### src/rtl/matmul_pkg.sv
// Shared types and width helpers for the matrix-multiply sequencer.
// Imported by the sequencer top and its MAC datapath.
package matmul_pkg;

  typedef enum logic [1:0] {
    IDLE = 2'd0,
    ACC  = 2'd1,
    OUT  = 2'd2
  } state_t;

  // Wide enough to sum N full-scale products without overflow.
  function automatic int acc_width(input int n, input int dw);
    return 2 * dw + $clog2(n);
  endfunction

endpackage

### src/rtl/matmul_sequencer_mac.sv
// Single multiply-accumulate datapath shared by every dot product.
// Product is zero-extended to the accumulator width before the add.
module mac_unit
  import matmul_pkg::*;
#(
  parameter int DW   = 11,
  parameter int ACCW = 24
) (
  input  logic            clock,
  input  logic            reset,
  input  logic            clear,
  input  logic            en,
  input  logic [DW-1:0]   a,
  input  logic [DW-1:0]   b,
  output logic [ACCW-1:0] acc
);

  logic [2*DW-1:0] prod;
  logic [ACCW-1:0] prod_x;

  assign prod   = {{DW{1'b0}}, a} * {{DW{1'b0}}, b};
  assign prod_x = {{(ACCW-2*DW){1'b0}}, prod};

  always_ff @(posedge clock) begin
    if (reset) begin
      acc <= '0;
    end else if (clear) begin
      acc <= '0;
    end else if (en) begin
      acc <= acc + prod_x;
    end
  end

endmodule

### src/rtl/matmul_sequencer.sv
// Sequences one MAC over every (row, col) of C = A x B and
// streams each element out through a valid/ready port.
module matmul_sequencer
  import matmul_pkg::*;
#(
  parameter int N    = 4,
  parameter int DW   = 11,
  parameter int AW   = $clog2(N),
  parameter int ACCW = acc_width(N, DW)
) (
  input  logic            clock,
  input  logic            reset,
  input  logic            wr_en,
  input  logic            wr_sel,
  input  logic [AW-1:0]   wr_row,
  input  logic [AW-1:0]   wr_col,
  input  logic [DW-1:0]   wr_data,
  input  logic            start,
  output logic            busy,
  output logic            res_valid,
  input  logic            res_ready,
  output logic [ACCW-1:0] res_data,
  output logic [AW-1:0]   res_row,
  output logic [AW-1:0]   res_col,
  output logic            done
);

  localparam logic [AW-1:0] LAST = AW'(N - 1);

  state_t state;
  state_t state_nxt;

  logic [DW-1:0]   mat_a [N][N];
  logic [DW-1:0]   mat_b [N][N];
  logic [AW-1:0]   i;
  logic [AW-1:0]   j;
  logic [AW-1:0]   k;
  logic [ACCW-1:0] acc;
  logic            mac_clr;
  logic            mac_en;
  logic            k_last;
  logic            j_last;
  logic            last_elem;
  logic            hs;
  logic            done_q;

  assign k_last    = (k == LAST);
  assign j_last    = (j == LAST);
  assign last_elem = (i == LAST) && j_last;
  assign hs        = (state == OUT) && res_ready;

  always_comb begin
    state_nxt = state;
    mac_clr   = 1'b0;
    mac_en    = 1'b0;
    unique case (state)
      IDLE: begin
        if (start) begin
          state_nxt = ACC;
          mac_clr   = 1'b1;
        end
      end
      ACC: begin
        mac_en = 1'b1;
        if (k_last) state_nxt = OUT;
      end
      OUT: begin
        if (res_ready) begin
          mac_clr   = 1'b1;
          state_nxt = last_elem ? IDLE : ACC;
        end
      end
      default: state_nxt = IDLE;
    endcase
  end

  always_ff @(posedge clock) begin
    if (reset) state <= IDLE;
    else       state <= state_nxt;
  end

  always_ff @(posedge clock) begin
    if (reset) begin
      i <= '0;
      j <= '0;
      k <= '0;
    end else begin
      unique case (state)
        IDLE: begin
          if (start) begin
            i <= '0;
            j <= '0;
            k <= '0;
          end
        end
        ACC: begin
          k <= k_last ? '0 : k + 1'b1;
        end
        OUT: begin
          if (res_ready && !last_elem) begin
            if (j_last) begin
              j <= '0;
              i <= i + 1'b1;
            end else begin
              j <= j + 1'b1;
            end
          end
        end
        default: begin
          i <= '0;
          j <= '0;
          k <= '0;
        end
      endcase
    end
  end

  always_ff @(posedge clock) begin
    if (reset) done_q <= 1'b0;
    else       done_q <= hs && last_elem;
  end

  // Storage is deliberately outside reset so matrices survive it.
  always_ff @(posedge clock) begin
    if (state == IDLE && wr_en) begin
      if (wr_sel) mat_b[wr_row][wr_col] <= wr_data;
      else        mat_a[wr_row][wr_col] <= wr_data;
    end
  end

  mac_unit #(
    .DW   (DW),
    .ACCW (ACCW)
  ) u_mac (
    .clock (clock),
    .reset (reset),
    .clear (mac_clr),
    .en    (mac_en),
    .a     (mat_a[i][k]),
    .b     (mat_b[k][j]),
    .acc   (acc)
  );

  assign busy      = (state != IDLE);
  assign res_valid = (state == OUT);
  assign res_data  = res_valid ? acc : '0;
  assign res_row   = res_valid ? i : '0;
  assign res_col   = res_valid ? j : '0;
  assign done      = done_q;

endmodule

### config.mk
export PLATFORM = sky130hd
export DESIGN_NAME = matmul_sequencer
export DESIGN_NICKNAME = d
export VERILOG_FILES = /design/src/rtl/matmul_pkg.sv /design/src/rtl/matmul_sequencer_mac.sv /design/src/rtl/matmul_sequencer.sv
export SDC_FILE = /design/constraint.sdc
export NUM_CORES = 1
export LEC_CHECK = 0
export CAP_MARGIN = 20
export CORE_UTILIZATION = 35
export DETAILED_ROUTE_END_ITERATION = 8
export PLACE_DENSITY = 0.55
export SLEW_MARGIN = 0
export SYNTH_ARGS = -nofsm -noshare
export SYNTH_HDL_FRONTEND = slang
export SYNTH_SLANG_ARGS = --single-unit
### constraint.sdc
create_clock -name clock -period 11.4 [get_ports clock]
set_clock_uncertainty 0.05 [all_clocks]
set_input_delay 2.28 -clock clock [delete_from_list [all_inputs] [get_ports clock]]
set_output_delay 2.28 -clock clock [all_outputs]
set_load 0.02 [all_outputs]
**After elaboration in Yosys (flattened, before gate mapping)**

Memories as Yosys holds them, arrays and structs flattened. A register that Yosys moved wholly into a read port is not among the register bits.
Index checks and enable logic that the tools add are counted.

- Register bits after elaboration: 33
- RAM bits: 352
- Input bits: 21
- Output and inout port bits: 31
- Memories kept: 2

- Add/sub/neg operators: 4
- Multipliers: 1
- Order comparisons: 4
- Equality and inequality tests: 10
- Mux-type cells: 39
- Bitwise logic cells: 5
- Reductions and logical operators: 14

Memories:

| memory | words | width | rd ports | clocked after Yosys merged registers in | wr ports | RTL line | RTL |
|---|---|---|---|---|---|---|---|
| mat_a | 4 | 44 | 1 | 1 | 1 | matmul_sequencer.sv:33 | `logic [DW-1:0] mat_a [N][N];` |
| mat_b | 4 | 44 | 1 | 1 | 1 | matmul_sequencer.sv:34 | `logic [DW-1:0] mat_b [N][N];` |

Operators with widths:

| kind | count |
|---|---|
| 2-to-1 mux 44 bit | 2 |
| 2-to-1 mux 11 bit | 5 |
| binary-select mux 11 bit (select 2 bit) | 2 |
| 2-to-1 mux 2 bit | 15 |
| adder 24 x 22 -> 24 bit | 1 |
| 2-to-1 mux 24 bit | 1 |
| case mux 2 bit (3 select lines) | 4 |
| demux 11 bit (select 2 bit) | 1 |
| multiplier 11 x 11 -> 22 bit | 1 |
| greater-or-equal comparator 3 bit (second input constant) | 3 |
| NOT 2 -> 3 bit | 3 |
| == test 2 bit (second input constant) | 4 |
| 2-to-1 mux 1 bit | 8 |
| adder 2 x 1 -> 2 bit (second input constant) | 3 |
| logical AND 1 bit | 6 |
| != test 2 x 1 -> 1 bit (second input constant) | 3 |
| AND reduction 3 bit | 2 |
| != test 2 bit (second input constant) | 2 |
| AND reduction 4 bit | 1 |
| less-than comparator 3 x 1 -> 1 bit (second input constant) | 1 |
| == test 2 x 1 -> 1 bit (second input constant) | 1 |
| logical NOT 2 bit | 1 |
| NOT 1 bit | 2 |
| case mux 1 bit (2 select lines) | 1 |
| 4 further kinds | 4 |

**Depth between registers and ports, before layout**

- Depth in word-level cells: 8
- Mapped depth: 26
- Depth with buffers taken out: 24

**By module**

Synthesis repeated with hierarchy kept, for this count alone.

- Cell total of the unflattened synthesis: 1,371
- Area total of the unflattened synthesis: 20,009.2 um^2

Modules (own cells, without submodules):

| module | instances | cells an instance | area each (um^2) | sequential area each (um^2) |
|---|---|---|---|---|
| matmul_sequencer | 1 | 685 | 14,293.7 | 10,830.4 |
| mac_unit | 1 | 686 | 5,715.5 | 480.5 |

**Least setup slack after synthesis**

No wires, ideal clock.

- Path kind: reg2reg
- From: register (tool-made name)
- To: register u_mac.acc[21]
- Arrival time: 6,054 ps
- Path slack: 5,177 ps
- Cell stages (with the launch flop): 24
- Cell sequence: dfxtp_1 > buf_2 > clkbuf_1 > mux4_2 > mux4_2 > buf_2 > nor2b_1 > fa_1 > inv_1 > fa_1 > inv_1 > fa_1 > fa_1 > inv_1 > fa_1 > inv_1 > ha_1 > a21oi_1 > o21ai_0 > a2111oi_0 > nor2_1 > a211oi_1 > nor4_1 > a211o_1

RTL lines:

| what | RTL line | RTL |
|---|---|---|
| end signal: assignment | matmul_sequencer_mac.sv:30 | `acc <= acc + prod_x;` |
| end: declaration | matmul_sequencer_mac.sv:15 | `output logic [ACCW-1:0] acc` |

==> reports/metrics.csv <==
stage,metric,value,unit
run_status,status,"complete, no violations",
global_route,grt_pass1_vias,11300,
critical_path,crit_fanout,44,
detailed_routing,post_drt_wl_per_cell,20.5,um
place,dpl_cell_area,21300,um2
yosys,synth_fp_nets,1532,
sta,rsz0062_at_grt,false,
critical_path,arrival,7.71,ns
sta,worst_slack,4.14,ns
sta,finalHoldViolations,0,
critical_path,path_class,reg2reg,
yosys,ys_warn_count,0,
detailed_routing,drtIter0Drc,809,
clocking,cts_setup_buffers,0,
final_layout,multi_input_comb_area,7560,um2
clocking,clockBufferDepth,3,
detailed_routing,num_vias,10700,
yosys,synth.area.mux_share,12.7,%
critical_path,critPathCaptureType,flop,
job,cap_violations,0,
power_and_ir_drop,p_leak,8.33,nW
final_layout,seq_area,11300,um2
final_layout,fillers,5242,
final_layout,n_antenna_cell,0,
yosys,yosysMostFrequentCell,edfxtp_1,
yosys,synthCells,1345,
yosys,ys_types,57,
yosys,post-synth-top-area-cell,edfxtp_1,
sta,tns,0,ns
floorplanning,start_util,35.4,%
detailed_routing,dr.pass1.iters,4,
yosys,synthXorXnorAreaFrac,0.439,%
sta,finalCritPeriodShare,63.7,%
global_route,grt_first_pass_wirelength,70.3,mm
sta,max_slew_margin,30.9,%
place,dp_slack,4.10,ns
sta,max_freq,138,MHz
critical_path,startpoint_type,flop,
detailed_routing,vias_per_cell,4.84,
critical_path,ff2ff_path_depth,21,
sta,whs,0.399,ns
floorplanning,core_area,56400,um2
yosys,synth_fa_ha_area_share,14.3,%
clocking,clk_pin_slew_worst_paths,0.06,ns
sta,finalCriticalPeriod,7.26,ns
final_layout,area_growth,14.7,%
floorplanning,die_w,241,um
global_route,grt_antenna_before_repair,0,
worst_hold_path,min_path_type,reg2reg,
final_layout,design_area,22900,um2
yosys,syn_area,19900,um2
yosys,synth_ff_type,edfxtp_1,
yosys,synth_top_family_by_area,adder cells,
power_and_ir_drop,ir_drop,0.139,mV
place,dp_hpwl,30.6,mm
floorplanning,dieArea,57900,um2
place,portBuffers,51,
yosys,postSynthAreaPerCell,14.8,um2
yosys,ys_ff_latch,389,
power_and_ir_drop,pwr_density_cell,193,nW/um2
place,place.gp.congestion,0.829,
yosys,synthTopCellsByArea,"edfxtp_1, mux4_2, fa_1",
critical_path,cp-endpoint,u_mac.acc[23],
sta,setup_viol,0,
global_route,grt_usage,16.4,%
final_layout,drive_gt1_share,16.0,%
clocking,holdBufCountCts,0,
global_route,gr-total-overflow,0,
yosys,synth_edf_count,352,
final_layout,nNetsFinal,1610,
yosys,synthArstFlopShare,0,%
yosys,synth-compound-area-share,3.14,%
detailed_routing,drt-total-wl,45.4,mm
floorplanning,pin_count,52,
clocking,post_cts_resized,0,
yosys,synth_commonest_cells,"edfxtp_1, inv_1, nand2_1",
floorplanning,rows,87,
critical_path,reg2reg_slack,4.14,ns
floorplanning,die_y,241,um
clocking,numCtsBuffers,43,
clocking,clockRootBuffer,clkbuf_16,
detailed_routing,antenna_left,0,
clocking,clock-sinks,389,
clocking,htree_levels,2,
sta,tightest_slew,1.03,ns
yosys,yosysSeqAreaShare,56.7,%
sta,slew_violations,0,
detailed_routing,drc,0,
clocking,clock_latency,0.58,ns
critical_path,r2r_end,u_mac.acc[23],
yosys,synthSimpleGateAreaFrac,7.41,%
global_route,grt_max_degree,45,
clocking,cts_tree,yes,
yosys,synth_top_area_share,53.0,%
critical_path,cp_data_required_time,11.85,ns
-- layout make-up --
| cell class | count | share of cell area (%) |
|---|---|---|
| Sequential cell | 389 | 49.5 |
| Multi-Input combinational cell | 707 | 33.1 |
| Clock buffer | 50 | 4.82 |
| Timing Repair Buffer | 101 | 4.50 |
| Tap cell | 756 | 4.13 |
| Inverter | 181 | 2.97 |
| Clock inverter | 30 | 1.04 |
-- routing by layer --
metal	vias to the layer above	share of wire [%]	track usage [%]
met4	0	1.7	4.13
met1	5536	47	23.0
met2	182	47	26.4
li1	4949	-	-
met3	54	4.1	2.60
met5	-	0	0
-- metrics by stage --
step / total power, mW / std cells / util [%]
after global routing: 4.71 / 2214 / 40.6
final: 4.41 / 2214 / 40.6
after detailed placement: 3.10 / 2120 / 37.8
after global placement: 3.09 / 2114 / 37.7
after CTS: 4.45 / 2200 / 40.2
after floorplan: 2.77 / 1345 / -
-- cell usage in the layout (no fill, tap or decap), types with 4 or more instances in the layout --
cell type	instances
mux4_2	102
mux2i_1	6
clkinv_1	12
o21bai_1	4
clkdlybuf4s50_1	51
edfxtp_1	352
xnor2_1	4
buf_6	4
nor2_1	80
inv_6	4
nor3_1	5
ha_1	64
nor2b_1	25
buf_16	6
a21oi_1	38
clkbuf_16	43
nand2b_1	11
nand2_1	114
nand3_1	16
xor2_1	6
inv_1	180
o21ai_0	11
mux4_1	4
clkinv_2	7
clkbuf_1	7
mux2_2	6
dfxtp_1	33
or3_1	4
nand4_1	11
and3_1	5
buf_4	39
a21o_1	17
and2_1	31
fa_1	102
-- critical path: stages (launching register included) --
cell	delay, ns
dfxtp_2	0.32
buf_4	0.66
mux4_2	0.59
mux2_2	0.27
o21ai_1	0.65
or2b_1	0.22
fa_1	0.41
fa_1	0.49
inv_1	0.05
fa_1	0.46
fa_1	0.49
inv_1	0.05
fa_1	0.47
inv_1	0.04
ha_1	0.37
a21o_1	0.14
nand3_1	0.11
a311oi_1	0.28
a21oi_1	0.18
o31ai_1	0.40
mux2i_1	0.28
mux2i_1	0.20
-- cells by family (layout without fill, tap and decap cells) --
logic type,Yosys count,count (layout)
and+or+nand+nor,315,315
xor gates and xnor gates,10,10
buffers and inverters,249,362
adders and majority gates,166,166
DFF,389,389
muxes,118,118
AOI/OAI and AO/OA,98,98
-- state kept, by name, indices dropped and copies added (netlist names), named ones only --
register	flops
i	2
mat_a	176
j	2
state	2
done	1
u_mac.acc	24
k	2
mat_b	176
-- report_power, final --
part | switching, mW | internal [mW] | total (mW)
clock network | 0.582 | 0.748 | 1.33
registers | 0.0179 | 1.58 | 1.60
logic | 0.887 | 0.596 | 1.48
total | 1.49 | 2.93 | 4.41
-- worst min-delay path by stage --
| stage | from | slack, ns | cells after the start | endpoint |
|---|---|---|---|---|
| final | u_mac.acc[9] | 0.40 | 2 | u_mac.acc[9] |
| after global routing | u_mac.acc[9] | 0.42 | 2 | u_mac.acc[9] |
| after CTS | u_mac.acc[6] | 0.40 | 2 | u_mac.acc[6] |
| after detailed placement | u_mac.acc[6] | 0.39 | 2 | u_mac.acc[6] |
| after global placement | u_mac.acc[6] | 0.39 | 2 | u_mac.acc[6] |
| after floorplan | u_mac.acc[6] | 0.38 | 2 | u_mac.acc[6] |
Note: power is estimated with default switching activity, not from simulation.
